<file path="src/rtl/exec_unit.sv">
// exec_unit: small integer execution unit with single-cycle ALU/shift ops and
// iterative MULTU/DIVU into HI/LO. Define EXEC_UNIT_DIVU_EN to build the divider.
module exec_unit #(
  parameter int WIDTH = 32,
  parameter int SHW   = $clog2(WIDTH)
) (
  input  logic             clk,
  input  logic             reset,
  input  logic             in_valid,
  output logic             in_ready,
  input  logic [3:0]       op,
  input  logic [WIDTH-1:0] dataA,
  input  logic [WIDTH-1:0] dataB,
  input  logic [SHW-1:0]   shamt,
  output logic             out_valid,
  output logic [WIDTH-1:0] result,
  output logic             busy
);

  localparam int CW = $clog2(WIDTH);
  localparam logic [CW-1:0] LAST = CW'(WIDTH - 1);

  typedef enum logic [3:0] {
    OP_AND   = 4'd0,
    OP_OR    = 4'd1,
    OP_ADD   = 4'd2,
    OP_SUB   = 4'd3,
    OP_SLT   = 4'd4,
    OP_SLL   = 4'd5,
    OP_SRL   = 4'd6,
    OP_SRA   = 4'd7,
    OP_MULTU = 4'd8,
    OP_DIVU  = 4'd9,
    OP_MFHI  = 4'd10,
    OP_MFLO  = 4'd11
  } op_e;

  typedef enum logic [1:0] {
    IDLE,
    MUL
`ifdef EXEC_UNIT_DIVU_EN
    ,
    DIV
`endif
  } state_e;

  state_e           state, state_n;
  logic [WIDTH-1:0] hi, lo;
  logic [WIDTH-1:0] acc_hi;    // partial product high half / partial remainder
  logic [WIDTH-1:0] acc_lo;    // multiplier being consumed / dividend-then-quotient
  logic [WIDTH-1:0] opnd;      // multiplicand / divisor, frozen at accept
  logic [CW-1:0]    cnt;
  logic             accept;
  logic             start_mul;
  logic [WIDTH-1:0] alu_res;
  logic [WIDTH:0]   mul_sum;
  logic [WIDTH-1:0] mul_hi_n, mul_lo_n;

  assign in_ready  = (state == IDLE);
  assign busy      = (state != IDLE);
  assign accept    = in_valid && in_ready;
  assign start_mul = accept && (op == OP_MULTU);

`ifdef EXEC_UNIT_DIVU_EN
  logic             start_div;
  logic [WIDTH:0]   div_shift, div_diff;
  logic             div_ge;
  logic [WIDTH-1:0] div_rem_n, div_quo_n;

  assign start_div = accept && (op == OP_DIVU);

  // Restoring step: bring in the next dividend bit, subtract if it fits.
  // A zero divisor always "fits", giving all-ones quotient and remainder = dividend.
  assign div_shift = {acc_hi, acc_lo[WIDTH-1]};
  assign div_diff  = div_shift - {1'b0, opnd};
  assign div_ge    = (div_shift >= {1'b0, opnd});
  assign div_rem_n = div_ge ? div_diff[WIDTH-1:0] : div_shift[WIDTH-1:0];
  assign div_quo_n = {acc_lo[WIDTH-2:0], div_ge};
`endif

  // Shift-add step: add multiplicand on LSB of multiplier, then shift the pair right.
  assign mul_sum  = {1'b0, acc_hi} + {1'b0, (acc_lo[0] ? opnd : {WIDTH{1'b0}})};
  assign mul_hi_n = mul_sum[WIDTH:1];
  assign mul_lo_n = {mul_sum[0], acc_lo[WIDTH-1:1]};

  always_comb begin
    // NOTE: every always_comb output gets a default first so no path infers a latch.
    alu_res = '0;
    case (op)
      OP_AND:  alu_res = dataA & dataB;
      OP_OR:   alu_res = dataA | dataB;
      OP_ADD:  alu_res = dataA + dataB;
      OP_SUB:  alu_res = dataA - dataB;
      OP_SLT:  alu_res = {{(WIDTH-1){1'b0}}, ($signed(dataA) < $signed(dataB))};
      OP_SLL:  alu_res = dataB << shamt;
      OP_SRL:  alu_res = dataB >> shamt;
      OP_SRA:  alu_res = $signed(dataB) >>> shamt;
      OP_MFHI: alu_res = hi;
      OP_MFLO: alu_res = lo;
      default: alu_res = '0;
    endcase
  end

  always_comb begin
    state_n = state;
    case (state)
      IDLE: begin
        if (start_mul) state_n = MUL;
`ifdef EXEC_UNIT_DIVU_EN
        else if (start_div) state_n = DIV;
`endif
      end
      MUL: if (cnt == LAST) state_n = IDLE;
`ifdef EXEC_UNIT_DIVU_EN
      DIV: if (cnt == LAST) state_n = IDLE;
`endif
      default: state_n = IDLE;
    endcase
  end

  // NOTE: sequential state uses non-blocking assignments so every register
  // samples pre-edge values regardless of statement order.
  always_ff @(posedge clk or negedge reset) begin
    if (!reset) state <= IDLE;
    else        state <= state_n;
  end

  always_ff @(posedge clk or negedge reset) begin
    if (!reset) begin
      hi        <= '0;
      lo        <= '0;
      result    <= '0;
      out_valid <= 1'b0;
      // NOTE: the iteration registers are reset as well; they are few flops and
      // this keeps X out of the datapath even though IDLE reloads them.
      acc_hi    <= '0;
      acc_lo    <= '0;
      opnd      <= '0;
      cnt       <= '0;
    end else begin
      out_valid <= 1'b0;
      case (state)
        IDLE: begin
          if (accept) begin
            cnt <= '0;
            if (op == OP_MULTU) begin
              acc_hi <= '0;
              acc_lo <= dataB;
              opnd   <= dataA;
            end
`ifdef EXEC_UNIT_DIVU_EN
            else if (op == OP_DIVU) begin
              acc_hi <= '0;
              acc_lo <= dataA;
              opnd   <= dataB;
            end
`endif
            else begin
              result    <= alu_res;
              out_valid <= 1'b1;
            end
          end
        end
        MUL: begin
          acc_hi <= mul_hi_n;
          acc_lo <= mul_lo_n;
          cnt    <= cnt + CW'(1);
          if (cnt == LAST) begin
            hi        <= mul_hi_n;
            lo        <= mul_lo_n;
            result    <= mul_lo_n;
            out_valid <= 1'b1;
          end
        end
`ifdef EXEC_UNIT_DIVU_EN
        DIV: begin
          acc_hi <= div_rem_n;
          acc_lo <= div_quo_n;
          cnt    <= cnt + CW'(1);
          if (cnt == LAST) begin
            hi        <= div_rem_n;
            lo        <= div_quo_n;
            result    <= div_quo_n;
            out_valid <= 1'b1;
          end
        end
`endif
        default: ;
      endcase
    end
  end

endmodule

</file>
<file path="config.mk">
export PLATFORM = sky130hd
export DESIGN_NAME = exec_unit
export DESIGN_NICKNAME = d
export VERILOG_FILES = /design/src/rtl/exec_unit.sv
export SDC_FILE = /design/constraint.sdc
export NUM_CORES = 1
export LEC_CHECK = 0
export CORE_AREA = 2 2 243 245
export CTS_CLUSTER_SIZE = 25
export DETAILED_ROUTE_END_ITERATION = 12
export DIE_AREA = 0 0 245 247
export REMOVE_ABC_BUFFERS = 1
export SETUP_SLACK_MARGIN = 0.2
export SLEW_MARGIN = 20
export SYNTH_ARGS = -nofsm -noshare
export SYNTH_HDL_FRONTEND = slang
export SYNTH_SLANG_ARGS = --single-unit
</file>
<file path="constraint.sdc">
create_clock -name clk -period 3.6 [get_ports clk]
set_clock_uncertainty 0.05 [all_clocks]
set_input_delay 1.08 -clock clk [delete_from_list [all_inputs] [get_ports clk]]
set_output_delay 1.08 -clock clk [all_outputs]
set_load 0.005 [all_outputs]
</file>
Yosys cells after proc, flatten, opt, wreduce, memory -nomap -nowiden
Cells that the tools add are included.
{"block": "word_totals", "reg_bits": 200, "input_bits": 76, "output_inout_bits": 35, "wordCells": 69}
{"block": "op_classes", "n_addsub": 4, "n_lt_le_gt_ge": 1, "eq_ne": 17, "shift": 3, "muxes": 21, "n_bitwise": 2, "n_reduce_logical": 12}
{"cell": "$pmux 32 s10", "n": 1}
{"cell": "$mux 32", "n": 8}
{"cell": "$pmux 32 s2", "n": 3}
{"cell": "$add 32x32->33", "n": 1}
{"cell": "$add 32x32->32", "n": 1}
{"cell": "$and 32x32->32", "n": 1}
{"cell": "$lt 32x32->1", "n": 1}
{"cell": "$or 32x32->32", "n": 1}
{"cell": "$shl 32x5->32", "n": 1}
{"cell": "$shr 32x5->32", "n": 1}
{"cell": "$sshr 32x5->32", "n": 1}
{"cell": "$sub 32x32->32", "n": 1}
{"cell": "$eq 4x3->1 const B", "n": 4}
{"cell": "$eq 4x4->1 const B", "n": 3}
{"cell": "$pmux 5 s2", "n": 1}
{"cell": "$eq 4x2->1 const B", "n": 2}
{"cell": "$ne 2x1->1 const B", "n": 3}
{"cell": "$reduce_and 2->1", "n": 3}
{"cell": "$reduce_and 3->1", "n": 2}
{"cell": "$add 5x1->5 const B", "n": 1}
{"cell": "$eq 5x5->1 const B", "n": 1}
{"cell": "$mux 5", "n": 1}
{"cell": "$eq 4x1->1 const B", "n": 1}
{"cell": "$logic_not 4->1", "n": 1}
{"cell": "other kinds (10)", "n": 16}

Logic depth before layout (Yosys ltp)
{"block": "logic_depth", "depth_word": 5, "depth_mapped": 13, "ltp_nobuf": 12}

Worst setup path before layout
OpenSTA, ideal clock, no wires.
{"block": "synth_path", "kind": "input to register", "start": "in dataA[0]", "end": "reg result[30]", "setup_time_ns": 0.122, "arrival_time_ns": 3.459, "t_required_ns": 3.428, "path_slack_ns": -0.031, "cell_stages": 12, "n_path_buf": 0, "path_cell_list": "inv_1 ha_1 fa_1 nor3_1 o31ai_1 a211oi_1 nor3_2 o21a_1 o21ai_1 a311oi_1 a221o_1 o2111a_1"}
{"block": "synth_via", "elab_chain_len": 5, "word_cells_on_any_way": 6, "cone_classes": "add/sub (2); mux (4)"}
{"item": "from (decl)", "line": "12", "source": "input logic [WIDTH-1:0] dataA,"}
{"item": "$sub 32x32->32 or $add 32x32->32 (tied branches)", "line": "93, 92"}
{"item": "$pmux 32 s10 (*)", "line": "89", "source": "case (op)"}
{"item": "$mux 32 (*)", "line": "146", "source": "if (op == OP_MULTU) begin"}
{"item": "$mux 32 (*)", "line": "144", "source": "if (accept) begin"}
{"item": "$pmux 32 s2 (*)", "line": "142", "source": "case (state)"}
{"item": "to (signal assigned)", "line": "159", "source": "result <= alu_res;"}
{"item": "to (signal assigned)", "line": "171", "source": "result <= mul_lo_n;"}
{"item": "to (decl)", "line": "16", "source": "output logic [WIDTH-1:0] result,"}
Every way passes the cells marked *; elsewhere a longest branch is shown, timed or not. The select of a mux whose other input is x is not followed.
A chain may end at the register's enable or synchronous reset.

Worst setup path in the final report
{"block": "layout_path", "start": "in dataA[18]", "end": "reg result[29]"}
Same word-level chain as after synthesis.

==> flow_results.org <==
** Run status
- The run finished with clean final reports.

** Clock tree
- Clock-pin slew was measured on the worst setup and hold paths at about 0.08 ns.
- CTS tree :: done
- Buffer levels on the longest clock path :: 2
- The root buffer cell chosen for the clock tree is sky130_fd_sc_hd__clkbuf_16.
- Clock tree synthesis inserted a total of 17 buffers.
- Total clock sinks :: about 200
- The H-tree was split into 4 levels.
- Insertion delay of the later-clocked pin in the worst-skew pair :: ~0.52 ns

** Global route
- The number of antenna violations at the first check in global routing is 4.
- Largest net degree at the start of global routing :: 79
- The first global-routing pass estimated 140000 um of wire.
- Total routing resource utilization after global routing :: 0.310
- The via count of the first global-routing pass was between 20000 and 25000.
- Summed over all layers, the global routing overflow is 0.

** Floorplanning
- The die covers 60500 um2.
- I/O pin count :: about 110
- The core region is 58200 um2.
- Number of placement rows :: 89
- The floorplan step set the die height to 247 um.
- The initial utilization of the core area, before any placement, comes to 0.325.
- Die width :: about 250 um

** Synth
- The most used flip-flop cell after synthesis is sky130_fd_sc_hd__dfrtp_1.
- The Yosys step of the flow raised 0 warnings.
- Share of the yosys chip area belonging to registers :: 0.263
- Yosys mapped the design onto 96 distinct sky130hd cell types.
- In this run, synthesis inferred 0 flip-flops with an integrated enable.
- #FFs+latches synth :: between 150 and 200
- Proportion of synthesized flip-flops having asynchronous set or reset :: 1.00
- Avg Synthesized Cell Area :: around 8 um2
- Area of the mapped netlist :: between 15000 and 20000 um2
- Counting every instance in the synthesized netlist gives roughly 2400.

** Timing
- The final hold violation count came to 0.
- Number of slew-limit violations in the final report :: 0
- Setup repair after global routing could not meet its margin everywhere.
- Max_slew headroom :: 0.352
- Slew at the pin closest to its max-slew limit :: about 0.97 ns
- Setup violations remaining at the end of the flow were counted as 0.
- Period Utilization, post-route :: 0.992
- Counting I/O delays and the setup requirement, the final critical path takes approximately 3.6 ns.
- Derived from the worst setup path, the maximum achievable clock frequency is 280 MHz.
- Adding up every negative setup slack in the final design gives 0 ns.

** Routing
- The final route contains between 20000 and 25000 vias.
- The final layout contains routed wiring with a total length of 94200 um.
- ANT nets after route :: 0
- In this run, the number of DRC markers left after iteration 0 of detailed routing was between 1500 and 2000.
- Dividing the detail-routed wire length by the instance count gives about 25 um.
- Detail-routed via count per cell :: between 5 and 6
- The first detailed-routing pass ran for 5 iterations.
- Count of unresolved DRC violations after routing :: 0

** Power and ir drop
- Across the VDD grid, the largest voltage drop is around 440 uV.
- Leak :: roughly 13 nW
- Power spread over the standard cell area amounts to between 300 and 400 nW/um2.

** Finish
- Layout cells sized above 1 :: 0.335
- Final Core Density :: 0.474
- The layout has around 5700 filler cells.
- Net count of the finished layout :: around 3200
- The area growth from synthesis to layout is 45.6%.

** Placed design
- Port buffering added 110 buffers.
- Estimated wirelength of the detail-placed design :: 74100 um
- At the end of routability-driven placement, the weighted congestion stood at roughly 1.0.

** Setup path
- Type of origin of the critical path :: input pin
- Data arrives at the worst endpoint at between 3 and 4 ns.
- Maximum net fanout on the critical path :: 3
- At the worst endpoint, the required time is about 4 ns.
- Endpoint kind of the worst setup timing path :: flip-flop
- The setup path with the least slack is of type input pin to flip-flop.

** Worst hold path
- In this run the worst hold path is classified as flip-flop to flip-flop.

** Job
- Number of maximum-capacitance violations :: 0
cell usage in the layout, fill, tap and decap left out, types with 23 or more instances in the layout:
cell type	instances
sky130_fd_sc_hd__nor3_1	27
sky130_fd_sc_hd__buf_6	23
sky130_fd_sc_hd__and2_1	44
sky130_fd_sc_hd__a21oi_1	172
sky130_fd_sc_hd__nand3_1	33
sky130_fd_sc_hd__nor2_1	189
sky130_fd_sc_hd__dfrtp_1	198
sky130_fd_sc_hd__a21o_1	45
sky130_fd_sc_hd__mux4_2	49
sky130_fd_sc_hd__inv_1	72
sky130_fd_sc_hd__a31oi_1	24
sky130_fd_sc_hd__ha_4	26
sky130_fd_sc_hd__nand2_1	402
sky130_fd_sc_hd__mux2i_1	56
sky130_fd_sc_hd__dlygate4sd2_1	25
sky130_fd_sc_hd__and3_1	25
sky130_fd_sc_hd__ha_1	104
sky130_fd_sc_hd__clkdlybuf4s50_1	51
sky130_fd_sc_hd__inv_2	26
sky130_fd_sc_hd__buf_4	629
sky130_fd_sc_hd__o21ai_0	181
sky130_fd_sc_hd__buf_12	27
state kept, by name, summed over array words and instances, names as in the netlist, 5 cells and up:
signal,flops
hi,32
acc_hi,32
lo,32
opnd,32
cnt,5
result,32
acc_lo,32
worst max-delay path, cell delays in order:
cell	delay, ns
sky130_fd_sc_hd__dlygate4sd2_1	0.33
sky130_fd_sc_hd__inv_1	0.16
sky130_fd_sc_hd__ha_4	0.27
sky130_fd_sc_hd__inv_1	0.11
sky130_fd_sc_hd__a21oi_2	0.10
sky130_fd_sc_hd__buf_4	0.14
sky130_fd_sc_hd__o31ai_1	0.56
sky130_fd_sc_hd__a221o_1	0.25
sky130_fd_sc_hd__a31oi_1	0.04
sky130_fd_sc_hd__buf_4	0.18
sky130_fd_sc_hd__or3_1	0.36
sky130_fd_sc_hd__a32oi_1	0.19
sky130_fd_sc_hd__o221a_1	0.20
repair_timing:
item,4_1_cts,5_1_grt
endpoints found under the hold margin,0,0
hold buffers,0,0
buffers inserted,28,20
pin swaps,79,77
resized for setup,217,162
setup endpoints to repair,40,38
metrics by stage:
stage / cells / power (mW) / cell area [um2] / hold WS, ns / setup WS, ns
detailed placement: 3730 / 7.72 / 25300 / 0.414 / -1.19
finish: 3811 / 10.4 / 27600 / 0.432 / 0.0294
global route: 3809 / 11.0 / 27600 / 0.448 / 0.0170
global placement: 3730 / 7.63 / 25300 / 0.408 / -1.28
CTS: 3789 / 10.3 / 26900 / 0.431 / 0.127
floorplan: 2219 / 5.22 / 18100 / 0.392 / -3.09
cell usage after synthesis (24+ instances only):
cell	number	area (um2)
sky130_fd_sc_hd__a211oi_1	31	233
sky130_fd_sc_hd__a21o_1	45	338
sky130_fd_sc_hd__a21oi_1	189	946
sky130_fd_sc_hd__a221oi_1	27	236
sky130_fd_sc_hd__a31oi_1	29	181
sky130_fd_sc_hd__and2_1	44	275
sky130_fd_sc_hd__and3_1	25	156
sky130_fd_sc_hd__buf_2	26	130
sky130_fd_sc_hd__clkbuf_1	113	424
sky130_fd_sc_hd__dfrtp_1	199	4980
sky130_fd_sc_hd__ha_1	142	1780
sky130_fd_sc_hd__inv_1	100	375
sky130_fd_sc_hd__mux2i_1	59	591
sky130_fd_sc_hd__mux4_2	49	1100
sky130_fd_sc_hd__nand2_1	406	1520
sky130_fd_sc_hd__nand3_1	37	185
sky130_fd_sc_hd__nor2_1	199	747
sky130_fd_sc_hd__nor3_1	37	185
sky130_fd_sc_hd__o21ai_0	190	951
sky130_fd_sc_hd__xnor2_1	24	210
kinds of logic after synthesis:
kind of cell	Yosys count	synth area share
AO/OA/AOI/OAI	760	0.261
XOR/XNOR	32	0.0148
adder cells (fa/ha/maj)	145	0.0969
buffers and inverters	280	0.0625
flip-flops	199	0.263
multiplexers	129	0.103
AND/OR/NAND/NOR	851	0.199
final cells by class:
type | count | area (um2) | share of cell area
antenna | 2 | 5.00 | 0.000181
clock buffer | 19 | 443 | 0.0161
clock inverter | 12 | 213 | 0.00771
inverter | 103 | 397 | 0.0144
multi-input combinational | 1917 | 14100 | 0.511
sequential | 199 | 4980 | 0.181
tap | 773 | 967 | 0.0351
timing repair buffer | 786 | 6480 | 0.235
worst paths after layout:
| path | start | depth (start not counted) | to | slack (ns) |
|---|---|---|---|---|
| setup / recovery | dataA[18] | 13 | result[29] | 0.03 |
| hold / removal | opnd[8] | 2 | opnd[8] | 0.43 |
| setup reg to reg | acc_lo[0] | 13 | hi[27] | 0.11 |
| min in group asynchronous | reset | 1 | cnt[2] | 0.48 |
| max in group asynchronous | reset | 2 | result[0] | 2.16 |
| hold reg to reg | opnd[8] | 2 | opnd[8] | 0.43 |
power by group:
| group | switching [mW] | total [mW] | internal, mW |
|---|---|---|---|
| Clock | 1.02 | 2.28 | 1.26 |
| Combinational | 2.70 | 4.96 | 2.26 |
| Sequential | 0.468 | 3.21 | 2.74 |
per-layer routing:
metal | wire length [um] | GRT usage | vias to the layer above
li1 | - | - | 9942
met1 | 40200 | 0.406 | 10904
met2 | 43000 | 0.500 | 901
met3 | 6080 | 0.0496 | 206
met4 | 4840 | 0.144 | 4
met5 | 25 | 0 | -
No activity file was read; power rests on OpenSTA's default activity.
